$ cat config.mk
export PLATFORM = sky130hd
export DESIGN_NAME = iterative_shift_left_logic
export DESIGN_NICKNAME = d
export VERILOG_FILES = /design/src/rtl/iterative_shift_left_logic_pkg.sv /design/src/rtl/mux2.sv /design/src/rtl/shift_left_stage.sv /design/src/rtl/iterative_shift_left_logic.sv
export SDC_FILE = /design/constraint.sdc
export NUM_CORES = 1
export LEC_CHECK = 0
export CORE_UTILIZATION = 40
export CTS_BUF_LIST = sky130_fd_sc_hd__clkbuf_4
export DETAILED_ROUTE_END_ITERATION = 8
export HOLD_SLACK_MARGIN = 0.02
export PLACE_DENSITY = 0.73
export SETUP_SLACK_MARGIN = 0.4
export SYNTH_ARGS = -nofsm -noshare
export SYNTH_HDL_FRONTEND = slang
export SYNTH_SLANG_ARGS = --single-unit
$ cat constraint.sdc
create_clock -name clk -period 3 [get_ports clk]
set_clock_uncertainty 0.2 [all_clocks]
set_input_delay 0.6 -clock clk [delete_from_list [all_inputs] [get_ports clk]]
set_output_delay 0.6 -clock clk [all_outputs]
set_load 0.05 [all_outputs]
$ cat src/rtl/iterative_shift_left_logic_pkg.sv
// Shared constants for the iterative left shifter: data width, stage count, FSM encoding.
package iterative_shift_left_logic_pkg;
    localparam int WIDTH  = 32;
    localparam int STAGES = 5;

    typedef enum logic [1:0] {
        IDLE  = 2'b00,
        SHIFT = 2'b01,
        DONE  = 2'b10
    } state_t;
endpackage

$ cat src/rtl/mux2.sv
// Single-bit 2:1 mux cell; selects d1_i when sel_i is high.
module mux2 (
    input  logic sel_i,
    input  logic d0_i,
    input  logic d1_i,
    output logic y_o
);
    assign y_o = sel_i ? d1_i : d0_i;
endmodule

$ cat src/rtl/shift_left_stage.sv
// One power-of-two left-shift step built from mux2 cells; shifts by 2^amt_i when en_i,
// otherwise passes data_i through. Purely combinational.
module shift_left_stage #(
    parameter int WIDTH  = 32,
    parameter int STAGES = 5,
    parameter int SEL_W  = 3
) (
    input  logic [WIDTH-1:0] data_i,
    input  logic [SEL_W-1:0] amt_i,
    input  logic             en_i,
    output logic [WIDTH-1:0] data_o
);
    logic [STAGES-1:0][WIDTH-1:0] shifted;
    logic [STAGES:0][WIDTH-1:0]   chain;
    logic [STAGES-1:0]            sel;

    assign chain[0] = data_i;

    // Each chain link swaps in the 2^k-shifted wiring only when stage k is selected.
    for (genvar k = 0; k < STAGES; k++) begin : g_stage
        assign sel[k] = en_i && (amt_i == SEL_W'(k));
        for (genvar j = 0; j < WIDTH; j++) begin : g_bit
            if (j >= 2**k) begin : g_src
                assign shifted[k][j] = data_i[j - 2**k];
            end else begin : g_zero
                assign shifted[k][j] = 1'b0;
            end
            mux2 u_mux (
                .sel_i (sel[k]),
                .d0_i  (chain[k][j]),
                .d1_i  (shifted[k][j]),
                .y_o   (chain[k+1][j])
            );
        end
    end

    assign data_o = chain[STAGES];
endmodule

$ cat src/rtl/iterative_shift_left_logic.sv
// Iterative 32-bit logical left shifter: one power-of-two stage per cycle, done pulses
// five edges after the accepting edge; start is ignored while busy.
module iterative_shift_left_logic #(
    parameter int WIDTH  = iterative_shift_left_logic_pkg::WIDTH,
    parameter int STAGES = iterative_shift_left_logic_pkg::STAGES
) (
    input  logic             clk,
    input  logic             reset,
    input  logic             start,
    input  logic [WIDTH-1:0] a,
    input  logic [WIDTH-1:0] b,
    output logic             busy,
    output logic             done,
    output logic [WIDTH-1:0] out,
    output logic             overflow
);
    import iterative_shift_left_logic_pkg::*;

    localparam int                CNT_W = $clog2(STAGES);
    localparam logic [CNT_W-1:0] LAST  = CNT_W'(STAGES - 1);

    state_t             state_q, state_d;
    logic [CNT_W-1:0]   cnt_q, cnt_d;
    logic [WIDTH-1:0]   acc_q, acc_d;
    logic [WIDTH-1:0]   out_q, out_d;
    logic [STAGES-1:0]  amt_q, amt_d;
    logic               ovf_flag_q, ovf_flag_d;
    logic               ovf_q, ovf_d;
    logic               done_q, done_d;
    logic               stage_en;
    logic [WIDTH-1:0]   stage_out;

    assign stage_en = (state_q == SHIFT) && amt_q[cnt_q];

    shift_left_stage #(
        .WIDTH  (WIDTH),
        .STAGES (STAGES),
        .SEL_W  (CNT_W)
    ) u_stage (
        .data_i (acc_q),
        .amt_i  (cnt_q),
        .en_i   (stage_en),
        .data_o (stage_out)
    );

    always_comb begin
        state_d    = state_q;
        cnt_d      = cnt_q;
        acc_d      = acc_q;
        amt_d      = amt_q;
        ovf_flag_d = ovf_flag_q;
        out_d      = out_q;
        ovf_d      = ovf_q;
        done_d     = 1'b0;
        case (state_q)
            IDLE: begin
                if (start) begin
                    state_d    = SHIFT;
                    cnt_d      = '0;
                    acc_d      = a;
                    amt_d      = b[STAGES-1:0];
                    ovf_flag_d = |b[WIDTH-1:STAGES];
                end
            end
            SHIFT: begin
                acc_d = stage_out;
                cnt_d = cnt_q + 1'b1;
                // Result and overflow publish together on the final stage edge.
                if (cnt_q == LAST) begin
                    state_d = DONE;
                    out_d   = ovf_flag_q ? '0 : stage_out;
                    ovf_d   = ovf_flag_q;
                    done_d  = 1'b1;
                end
            end
            DONE:    state_d = IDLE;
            default: state_d = IDLE;
        endcase
    end

    always_ff @(posedge clk) begin
        if (reset) begin
            state_q    <= IDLE;
            cnt_q      <= '0;
            acc_q      <= '0;
            amt_q      <= '0;
            ovf_flag_q <= 1'b0;
            out_q      <= '0;
            ovf_q      <= 1'b0;
            done_q     <= 1'b0;
        end else begin
            state_q    <= state_d;
            cnt_q      <= cnt_d;
            acc_q      <= acc_d;
            amt_q      <= amt_d;
            ovf_flag_q <= ovf_flag_d;
            out_q      <= out_d;
            ovf_q      <= ovf_d;
            done_q     <= done_d;
        end
    end

    assign busy     = (state_q != IDLE);
    assign done     = done_q;
    assign out      = out_q;
    assign overflow = ovf_q;
endmodule

# Word level (Yosys, flattened, before mapping)
# Index checks and enable logic that the tools add are counted.
[op_classes]
n_addsub = 1
n_mul = 0
div_mod_pow = 0
n_lt_le_gt_ge = 1
eq_ne = 7
n_shift = 0
mux = 171
bitwise = 1
reduce_logical = 16
[ops]
columns = ["op", "count"]
rows = [
  ["$mux 1", 162],
  ["$mux 32", 2],
  ["$pmux 32 s2", 1],
  ["$reduce_or 27->1", 1],
  ["$reduce_and 2->1", 4],
  ["$eq 3x2->1 const B", 2],
  ["$logic_and 1x1->1", 6],
  ["$pmux 3 s2", 1],
  ["$lt 3x4->1 const B", 1],
  ["$mux 2", 2],
  ["$pmux 2 s2", 1],
  ["$reduce_bool 2->1", 2],
  ["$add 3x1->3 const B", 1],
  ["$bmux 1 s3", 1],
  ["$eq 3x1->1 const B", 1],
  ["$eq 3x3->1 const B", 1],
  ["$logic_not 3->1", 1],
  ["$mux 3", 1],
  ["$eq 2x1->1 const B", 1],
  ["$logic_not 2->1", 1],
  ["$ne 2x1->1 const B", 1],
  ["$ne 2x2->1 const B", 1],
  ["$reduce_or 2->1", 1],
  ["$not 1->1", 1],
]
[totals]
ff_bits = 77
latch_bits = 0
ram_bits = 0
romBits = 0
mem_count = 0

# Logic depth before layout (Yosys ltp)
# Gate-level depths: netlist of run 1.
[depth]
ltp_word = 10
depth_mapped = 11
depth_no_buf = 7

# By module
# Synthesis of run 1 repeated with hierarchy kept, for this count alone.
[unflattened]
cells_unflattened = 593
hier_area_um2 = 6223.5
[modules_own_cells]
columns = ["module", "instances", "cells_per_inst", "area_each_um2"]
rows = [
  ["iterative_shift_left_logic", 1, 395, 3513.4],
  ["mux2", 160, 1, 15.0],
  ["shift_left_stage", 1, 38, 307.8],
]

# Least setup slack after synthesis of run 1
# No wires, ideal clock.
[synth_path]
path_kind = "register to register"
start = "register cnt_q[1]"
end = "register acc_q[8]"
setup_time_ns = 0.125
t_arrival_ns = 2.160
setup_slack_ns = 0.515
path_stages_with_launch = 10
synth_period_minus_slack_ns = 2.485
cell_sequence = "dfxtp_1 -> ha_1 -> ha_1 -> clkbuf_1 -> and4bb_2 -> a2111o_1 -> or2_0 -> clkbuf_1 -> o221a_2 -> o2bb2ai_1"
[synth_between]
elab_chain_len = 10
elab_cells_between_ends = 19
classes_between = "eq/ne (4); mux (8); reduce/logical (7)"
[synth_lines]
columns = ["item", "line_no", "source"]
rows = [
  ["start: declaration", "iterative_shift_left_logic.sv:23", "logic [CNT_W-1:0] cnt_q, cnt_d;"],
  ["start signal: assignment", "iterative_shift_left_logic.sv:93", "cnt_q <= cnt_d;"],
  ["$bmux 1 s3", "iterative_shift_left_logic.sv:33", "assign stage_en = (state_q == SHIFT) && amt_q[cnt_q];"],
  ["$mux 1 (not written as such)", "iterative_shift_left_logic.sv:33", ""],
  ["$logic_and 1x1->1", "iterative_shift_left_logic.sv:33", ""],
  ["$logic_and 1x1->1", "shift_left_stage.sv:21", "assign sel[k] = en_i && (amt_i == SEL_W'(k));"],
  ["$mux 1 (4 in series)", "mux2.sv:8", "assign y_o = sel_i ? d1_i : d0_i;"],
  ["$mux 1 *", "mux2.sv:8", ""],
  ["$pmux 32 s2 *", "iterative_shift_left_logic.sv:55", "case (state_q)"],
  ["end signal: assignment", "iterative_shift_left_logic.sv:85", "acc_q <= '0;"],
  ["end signal: assignment", "iterative_shift_left_logic.sv:94", "acc_q <= acc_d;"],
  ["end: declaration", "iterative_shift_left_logic.sv:24", "logic [WIDTH-1:0] acc_q, acc_d;"],
]
# Mark *: on every way between the ends. The rest lies on a longest branch, timed or not. The select of a mux whose other input is x is not followed.
# A chain may end at the register's enable or synchronous reset.

# Final worst setup path of run 1
[layout_path]
start = "register state_q[1]"
end = "register out_q[28], in the netlist out[28]"
[layout_between]
elab_chain_len = 9
elab_cells_between_ends = 14
classes_between = "eq/ne (1); mux (6); reduce/logical (7)"
[layout_lines]
columns = ["item", "line_no", "source"]
rows = [
  ["start: declaration", "iterative_shift_left_logic.sv:22", "state_t state_q, state_d;"],
  ["start signal: assignment", "iterative_shift_left_logic.sv:92", "state_q <= state_d;"],
  ["$eq 2x1->1 *", "iterative_shift_left_logic.sv:33, iterative_shift_left_logic.sv:55", ""],
  ["$logic_and 1x1->1", "iterative_shift_left_logic.sv:33", ""],
  ["$logic_and 1x1->1", "shift_left_stage.sv:21", ""],
  ["$mux 1 (5 in series)", "mux2.sv:8", ""],
  ["$mux 32", "iterative_shift_left_logic.sv:71", "out_d = ovf_flag_q ? '0 : stage_out;"],
  ["end signal: assignment", "iterative_shift_left_logic.sv:97", "out_q <= out_d;"],
  ["end: declaration", "iterative_shift_left_logic.sv:25", "logic [WIDTH-1:0] out_q, out_d;"],
]
# Mark *: on every way between the ends. The rest lies on a longest branch, timed or not.

==> impl_metrics.tcl, run 1 <==
set metrics [dict create \
    maxCapViolCount 0 \
    p_total_w 0.00239 \
    dr.pass1.iters 5 \
    place_congestion 0.929 \
    routedWlPerCell_microns 20.0 \
    outcome "complete, no violations" \
    postRouteAntennaNets 0 \
    reg2reg_slack_ns 0.49 \
    finalNetCount 807 \
    vias_per_cell 6.43 \
    finalCritPeriodShare_pct 83.5 \
    synth_top_cell_by_area "dfxtp_1" \
    dp_hpwl_microns 12200 \
    worstMarginPinSlew_ns 0.737 \
    leakage_nw 2.24 \
    die_x_microns 114 \
    slew_violations 0 \
    antenna_found_initial 0 \
    cp_data_arrival_time_ns 2.65 \
    cts_buffers 9 \
    netlist.area_leader.share_pct 30.7 \
    critPathBufInv 0 \
    insertion_delay_ns 0.47 \
    dr.first_iter.drc_count 584 \
    synth_flop_cell "dfxtp_1" \
    timing.fmax_mhz 399 \
    start_util_pct 41.5 \
    hp-class "reg2reg" \
    yosysWarnings 0 \
    vias 5828 \
    root_buffer "clkbuf_4" \
    placed_cells 891 \
    cp_slowest_cell "dfxtp_1" \
    grt_max_degree 52 \
    row_count 40 \
    reg2reg_depth 5 \
    crit_end "out[28]$_SDFFE_PP0P_" \
    design.die.area_sq_mm 0.0130 \
    syn_area_sq_mm 0.00503 \
    drc_errors 0 \
    reg2reg_to "out[28]$_SDFFE_PP0P_" \
    crit_cells 5 \
    layout-drive-gt1-share_pct 12.3 \
    rsz0062_at_grt "yes" \
    die_y_microns 114 \
    postCtsHoldBufs 0 \
    cts_max_level 3 \
    cp_common_cell "a221o_1" \
    r2r-start "state_q[1]$_SDFFE_PP0P_" \
    clk_pin_slew_ns 0.11 \
    grt_pass1_wl_microns 28300 \
    async_flop_share_pct 0 \
    synth-seq-cells 77 \
    stdcell_count 907 \
    power_density_mw_per_mm2 374 \
    syn_nets 728 \
    critPathKind "reg2reg" \
    crit_required_ns 3.15 \
    yosys-top-cells-count "85 x nand2_1, 77 x dfxtp_1, 58 x a21oi_1" \
    maxSlewHeadroom_pct 50.8 \
    yosysMostFrequentCell "nand2_1" \
    ys_types 64 \
    io_pins 102 \
    peakVddDrop_v 0.000208 \
    area_growth_pct 26.9 \
    hold_viol 0 \
    overflow 0 \
    numClockSinks 77 \
    worst-path-max-fanout 25 \
    critical_path.startpoint "state_q[1]$_SDFFE_PP0P_" \
    critPathCaptureType "register" \
    synthTopCellsByArea "dfxtp_1 31%, nand2_1 6.3%, a21oi_1 5.8%" \
    slowest_delay_ns 0.55 \
    antennaDiodeCount 0 \
    grt_usage_pct 27.8 \
    grt_pass1_vias 5493 \
    startpoint_type "register" \
    core_region_area_sq_mm 0.0121 \
    cp_cell_sequence "and4bb_2 -> a22o_2 -> a221o_1 -> and3_1 -> a221o_1" \
    period_needed_ns 2.51 \
    wl_microns 18100 \
    tns_ns 0 \
    clockBufferDepth 2 \
    synth_cells 656 \
    setup-violations-final 0 \
    io_buffers 101 \
    cp_top_family "compound AO/OA/AOI/OAI gates" \
    synth_enable_flop_cells 0 \
    worstHoldStart "amt_q[3]$_SDFFE_PP0P_" \
    ys_seq_area_share_pct 30.7 \
    cts_tree "done" \
    syn_avg_cell_area_sq_um 7.66 \
]
==> worst register-to-register path: stages, from the launching register on <==
cell      delay (ns)
dfxtp_1         0.55
and4bb_2        0.35
a22o_2          0.44
a221o_1         0.43
and3_1          0.17
a221o_1         0.27
==> logic make-up (layout without fill, tap and decap cells) <==
logic type                 Yosys count  count (layout)  synth area share, %
DFF                                 77              77                 30.7
adders and majority gates            5               5                 1.24
and+or+nand+nor                    244             244                 24.9
buffers and inverters               75             157                 7.02
AOI/OAI and AO/OA                  253             254                 35.5
muxes                                2               2                0.597
==> registers in the layout (all words and copies together) (netlist names) <==
| signal | cells |
|---|---|
| ovf_flag_q | 1 |
| overflow | 1 |
| acc_q | 32 |
| state_q | 2 |
| amt_q | 5 |
| done | 1 |
| cnt_q | 3 |
| out | 32 |
==> worst min path at each step <==
stage                                   endpoint  cells past startpoint
after floorplan            amt_q[0]$_SDFFE_PP0P_                      2
after global placement      out[13]$_SDFFE_PP0P_                      2
after detailed placement    out[11]$_SDFFE_PP0P_                      2
after CTS                  acc_q[1]$_SDFFE_PP0P_                      3
after global routing      acc_q[22]$_SDFFE_PP0P_                      4
final                      amt_q[3]$_SDFFE_PP0P_                      2
==> what timing repair did <==
item | in CTS | in global routing
endpoints found under the hold margin | 0 | 0
pin swaps | 0 | 1
gates cloned | 0 | 1
setup buffers | 0 | 0
endpoints found under the setup margin | 23 | 36
gates resized for setup | 8 | 6
==> where the power goes <==
part	internal [W]	switching, W
clock	0.000353	0.000373
sequential	0.00106	0.0000802
combinational	0.000240	0.000282
==> final cells by class <==
type,instances,area [sq um]
clock inverter,4,73.8
fill,1192,5730
sequential,77,1550
clock buffer,11,82.6
inverter,11,41.3
timing repair buffer,131,1240
multi-input combinational,505,3180
tap,168,210
==> metrics by stage <==
step	setup slack, ns	utilization [%]	area, sq um	hold slack (ns)
finish	0.494	52.7	6380	0.263
global route	0.398	52.7	6380	0.290
CTS	0.428	52.4	6350	0.267
detailed placement	0.211	51.0	6180	0.246
global placement	0.339	51.0	6180	0.238
floorplan	0.515	-	5030	0.236
==> layout by cell type, fill, tap and decap left out, types with 4 or more instances in the layout <==
master / instances
and3_1: 21
and2_1: 15
dfxtp_1: 74
nand3_1: 17
buf_4: 29
a22o_1: 5
inv_1: 11
nor2_1: 33
ha_1: 4
o211ai_1: 14
nor4_1: 6
a221o_1: 16
o32ai_1: 6
nor3_1: 11
clkdlybuf4s50_1: 99
a31oi_1: 21
nand4_1: 5
o21bai_1: 7
nand2_1: 84
o31ai_1: 11
o221a_2: 7
a221oi_1: 7
a21oi_1: 58
a22oi_1: 15
o21ai_0: 35
nor4b_1: 4
o22ai_1: 7
or2_2: 9
clkbuf_4: 11
nand2b_1: 12
a21boi_0: 10
a21o_1: 6
nor2_2: 4
o2bb2ai_1: 10
==> per-layer routing <==
| metal | up-vias | global-route usage [%] | share of wire, % |
|---|---|---|---|
| met5 | - | 0 | 0 |
| met2 | 387 | 45.5 | 46 |
| met3 | 44 | 5.77 | 10 |
| met4 | 0 | 10.3 | 3.2 |
| met1 | 2771 | 36.0 | 41 |
| li1 | 2626 | - | - |
Power figures use the tool's default switching activity.
==> run 2, diff against run 1 <==
- clock period: 3 -> 2.5 ns (I/O delays scaled with it)
==> run 2 against run 1 <==
Via count grew 8.5%. Worst setup slack lost 0.39 ns. First-iteration DRC count grew 19%. Power grew 31%. Largest cell class unchanged. Largest power group unchanged. Highest routed layer unchanged.
==> impl_metrics.tcl, run 2 (same netlist as run 1, synthesis figures left out) <==
set metrics [dict create \
    leakage_nw 3.06 \
    place_congestion 0.918 \
    stdcell_count 993 \
    clockBufferDepth 2 \
    cts_buffers 9 \
    postCtsHoldBufs 0 \
    io_pins 102 \
    cts_tree "done" \
    antenna_found_initial 0 \
    vias 6322 \
    root_buffer "clkbuf_4" \
    routedWlPerCell_microns 21.8 \
    rsz0062_at_grt "yes" \
    area_growth_pct 59.9 \
    worstMarginPinSlew_ns 0.571 \
    period_needed_ns 2.40 \
    critPathKind "reg2reg" \
    overflow 0 \
    drc_errors 0 \
    cp_data_arrival_time_ns 2.55 \
    row_count 40 \
    setup-violations-final 0 \
    dr.first_iter.drc_count 694 \
    startpoint_type "register" \
    maxSlewHeadroom_pct 61.9 \
    peakVddDrop_v 0.000257 \
    antennaDiodeCount 0 \
    final_common_cell "nand2_1" \
    finalCritPeriodShare_pct 96.0 \
    dp_hpwl_microns 13000 \
    core_region_area_sq_mm 0.0121 \
    numClockSinks 77 \
    grt_pass1_wl_microns 30200 \
    die_x_microns 114 \
    insertion_delay_ns 0.45 \
    slowest_delay_ns 0.41 \
    crit_required_ns 2.65 \
    dr.pass1.iters 6 \
    grt_max_degree 50 \
    power_density_mw_per_mm2 390 \
    cp_slowest_cell "dfxtp_4" \
    postRouteAntennaNets 0 \
    die_y_microns 114 \
    vias_per_cell 6.37 \
    grt_usage_pct 30.1 \
    layout_common_cells "81 x nand2_1, 75 x buf_4, 72 x dfxtp_1" \
    placed_cells 914 \
    maxCapViolCount 0 \
    worst-path-max-fanout 5 \
    timing.fmax_mhz 417 \
    wl_microns 21600 \
    cp_cell_sequence "buf_12 -> mux2_4 -> buf_12 -> a22o_4 -> a221o_1 -> and3_1 -> a221o_1" \
    cts_max_level 3 \
    final_util_pct 66.3 \
    design.die.area_sq_mm 0.0130 \
    io_buffers 101 \
    grt_pass1_vias 5781 \
    start_util_pct 41.5 \
    hp-class "reg2reg" \
    critPathCaptureType "register" \
    hold_viol 0 \
    slew_violations 0 \
    clk_pin_slew_ns 0.13 \
    layout-drive-gt1-share_pct 32.7 \
    finalNetCount 892 \
    outcome "complete, no violations" \
    holdWs_ns 0.251 \
]
## run 2: cell types whose count changed in the layout (fill, tap and decap cells not counted), sizes merged, moves of 2 or more
cell           before  now
buf                31  112
clkdlybuf4s15       0    3
clkdlybuf4s50      99   66
clkinv              2    4
dlygate4sd2         1   31
## run 2: final timing paths
check,from,to,slack [ns],cells past startpoint
setup / recovery,cnt_q[1]$_SDFFE_PP0P_,out[25]$_SDFFE_PP0P_,0.10,7
hold / removal,out[5]$_SDFFE_PP0P_,out[5]$_SDFFE_PP0P_,0.25,2
setup reg to reg,cnt_q[1]$_SDFFE_PP0P_,out[25]$_SDFFE_PP0P_,0.10,7
hold reg to reg,out[5]$_SDFFE_PP0P_,out[5]$_SDFFE_PP0P_,0.25,2
## run 2: final cells by class
type / count / area [sq um]
fill: 984 / 4080
multi-input combinational: 506 / 3940
timing repair buffer: 215 / 2130
sequential: 77 / 1560
tap: 168 / 210
clock inverter: 7 / 90.1
clock buffer: 9 / 67.6
inverter: 11 / 43.8
## run 2: per-stage QoR
stage          power (W)  area [sq um]  TNS, ns  setup WS (ns)
3_3_place_gp     0.00201          6430   -0.184        -0.0468
6_report         0.00314          8040        0          0.100
4_1_cts          0.00297          7190        0          0.128
3_5_place_dp     0.00202          6430   -0.538         -0.115
2_1_floorplan    0.00173          5120        0          0.154
5_1_grt          0.00322          8040        0         0.0560
## run 2: repair_timing
item                                   4_1_cts  5_1_grt
endpoints found under the hold margin        0        0
resized for setup                          121      123
gates cloned                                 4        4
setup buffers                               31       24
setup endpoints to repair                   99       68
pin swaps                                   34       61
## run 2: where the power goes
part / total (W) / internal, W / switching (W) / leakage [nW]
combinational: 0.000863 / 0.000416 / 0.000447 / 2.35
sequential: 0.00138 / 0.00127 / 0.000108 / 0.629
clock: 0.000896 / 0.000400 / 0.000495 / 0.0833
## run 2: per-layer routing
layer	vias up	GRT usage [%]	wire, microns
met1	2941	38.4	8340
met4	0	15.2	971
li1	2810	-	-
met5	-	0	0
met2	467	49.1	9970
met3	104	4.98	2340
## run 2: critical path: cells and delay by family (launching register included)
family	cells	cell delay, ns
AO/OA/AOI/OAI	3	0.91
buffers and inverters	2	0.26
flip-flops	1	0.41
multiplexers	1	0.32
AND/OR/NAND/NOR	1	0.20
==> run 3, diff against run 2 <==
- clock period: 2.5 -> 2.4 ns (I/O delays scaled with it)
==> run 3 against run 2 <==
Combinational power increased by 16%. Flip-flop and latch count unchanged. Critical path depth unchanged. Clock power decreased by 5.9%. Global-route usage increased by 1.9 points. Routed wire length increased by 5.0%. Sequential share of layout area decreased by 1.2 points. Via count increased by 3.9%. Count of clock-buffer cells in the layout unchanged. Largest cell class unchanged. Worst setup slack got worse by 0.089 ns.
==> impl_metrics.tcl, run 3 (same netlist as run 1, synthesis figures left out) <==
set metrics [dict create \
    p_int_w 0.00213 \
    layout_common_cells "80 x nand2_1, 72 x dfxtp_1, 65 x clkdlybuf4s50_1" \
    critPathKind "reg2reg" \
    start_util_pct 41.5 \
    antennaDiodeCount 0 \
    leakage_nw 3.11 \
    vias 6568 \
    outcome "complete, no violations" \
    grt_max_degree 32 \
    design.die.area_sq_mm 0.0130 \
    die_x_microns 114 \
    slew_violations 0 \
    critPathCaptureType "register" \
    cts_max_level 3 \
    dr.pass1.iters 6 \
    postCtsHoldBufs 0 \
    drc_errors 0 \
    p_clk_share_pct 25.6 \
    numClockSinks 77 \
    cts_tree "done" \
    io_buffers 101 \
    routedWlPerCell_microns 22.8 \
    grt.busiest_layer "met2" \
    postRouteAntennaNets 0 \
    grt_pass1_vias 6029 \
    io_pins 102 \
    timing.fmax_mhz 419 \
    maxSlewHeadroom_pct 61.0 \
    fillers 837 \
    row_count 40 \
    final_common_cell "nand2_1" \
    overflow 0 \
    clk_pin_slew_ns 0.14 \
    holdWs_ns 0.150 \
    power_frac_comb_pct 30.5 \
    use_met2_pct 53.2 \
    netSwitchingFraction_pct 35.2 \
    dp_hpwl_microns 13200 \
    setup-violations-final 0 \
    final_util_pct 70.6 \
    finalCritPeriodShare_pct 99.5 \
    hold_viol 0 \
    dr.first_iter.drc_count 856 \
    die_y_microns 114 \
    clockBufferDepth 2 \
    vias_per_cell 6.59 \
    root_buffer "clkbuf_4" \
    grt_pass1_wl_microns 32100 \
    cts_buffers 9 \
    peakVddDrop_v 0.000210 \
    layout-drive-gt1-share_pct 41.3 \
    worst-path-max-fanout 7 \
    use_met1_pct 39.7 \
    use_met3_pct 6.46 \
    finalNetCount 896 \
    cp_data_arrival_time_ns 2.56 \
    setup_slack_ns 0.0111 \
    place_worst_setup_slack_ns 0.000206 \
    period_needed_ns 2.39 \
    antenna_found_initial 0 \
    maxCapViolCount 0 \
    power_density_mw_per_mm2 384 \
    startpoint_type "register" \
    hp-class "in2reg" \
    area_growth_pct 70.1 \
    insertion_delay_ns 0.48 \
    grt_usage_pct 31.9 \
    wl_microns 22700 \
    worstMarginPinSlew_ns 0.585 \
    pwr-share-seq_pct 43.9 \
    core_region_area_sq_mm 0.0121 \
    switchingPower_w 0.00116 \
    place_congestion 0.939 \
    rsz0062_at_grt "yes" \
    crit_required_ns 2.57 \
]
run 3: power by group through the flow:
stage	Sequential, W	Combinational (W)	Clock [W]
final	0.00144	0.00100	0.000843
after global routing	0.00144	0.00105	0.000891
after CTS	0.00142	0.000817	0.000814
after detailed placement	0.00144	0.000661	0
after global placement	0.00144	0.000652	0
after floorplan	0.00139	0.000420	0
run 3: layout make-up:
class | count | area, sq um | share of cell area (%)
Multi-Input combinational cell | 506 | 4280 | 50.0
Timing Repair Buffer | 219 | 2330 | 27.3
Sequential cell | 77 | 1560 | 18.2
Tap cell | 168 | 210 | 2.46
Clock buffer | 9 | 67.6 | 0.790
Clock inverter | 7 | 65.1 | 0.761
Inverter | 11 | 46.3 | 0.541
run 3: path summary, 6_finish.rpt:
check                              from                       to  slack [ns]  depth (start not counted)
hold / removal                    reset  state_q[0]$_SDFFE_PP0P_        0.15                          2
setup / recovery  cnt_q[1]$_SDFFE_PP0P_   acc_q[10]$_SDFFE_PP0P_        0.01                          7
setup reg to reg  cnt_q[1]$_SDFFE_PP0P_   acc_q[10]$_SDFFE_PP0P_        0.01                          7
hold reg to reg     out[5]$_SDFFE_PP0P_      out[5]$_SDFFE_PP0P_        0.27                          2
run 3: timing repair:
item                                    4_1_cts  5_1_grt
gates cloned                                  7        3
pin swaps                                    56       69
gates resized for setup                     214      170
endpoints found under the setup margin       99       89
buffers inserted                             36       25
run 3: worst max-delay path, cell delays in order, from the launching register on:
cell and delay [ns]:
dfxtp_4 0.41, ha_4 0.17, ha_4 0.16, and4bb_2 0.23
a2111o_1 0.37, or2_4 0.34, o221a_2 0.27, o2bb2ai_1 0.12
run 3: layer usage:
metal	wire, microns	vias to the layer above
met4	969	0
li1	-	2817
met3	2560	109
met1	8480	3123
met2	10700	519
met5	0	-
run 3: per-stage QoR:
step	instance area, sq um	TNS (ns)	std cells	power [W]
6_report	8550	0	997	0.00329
5_1_grt	8550	-0.0974	997	0.00338
4_1_cts	7670	0	969	0.00305
3_5_place_dp	6470	0	910	0.00210
3_3_place_gp	6470	0	910	0.00209
2_1_floorplan	5200	0	656	0.00181
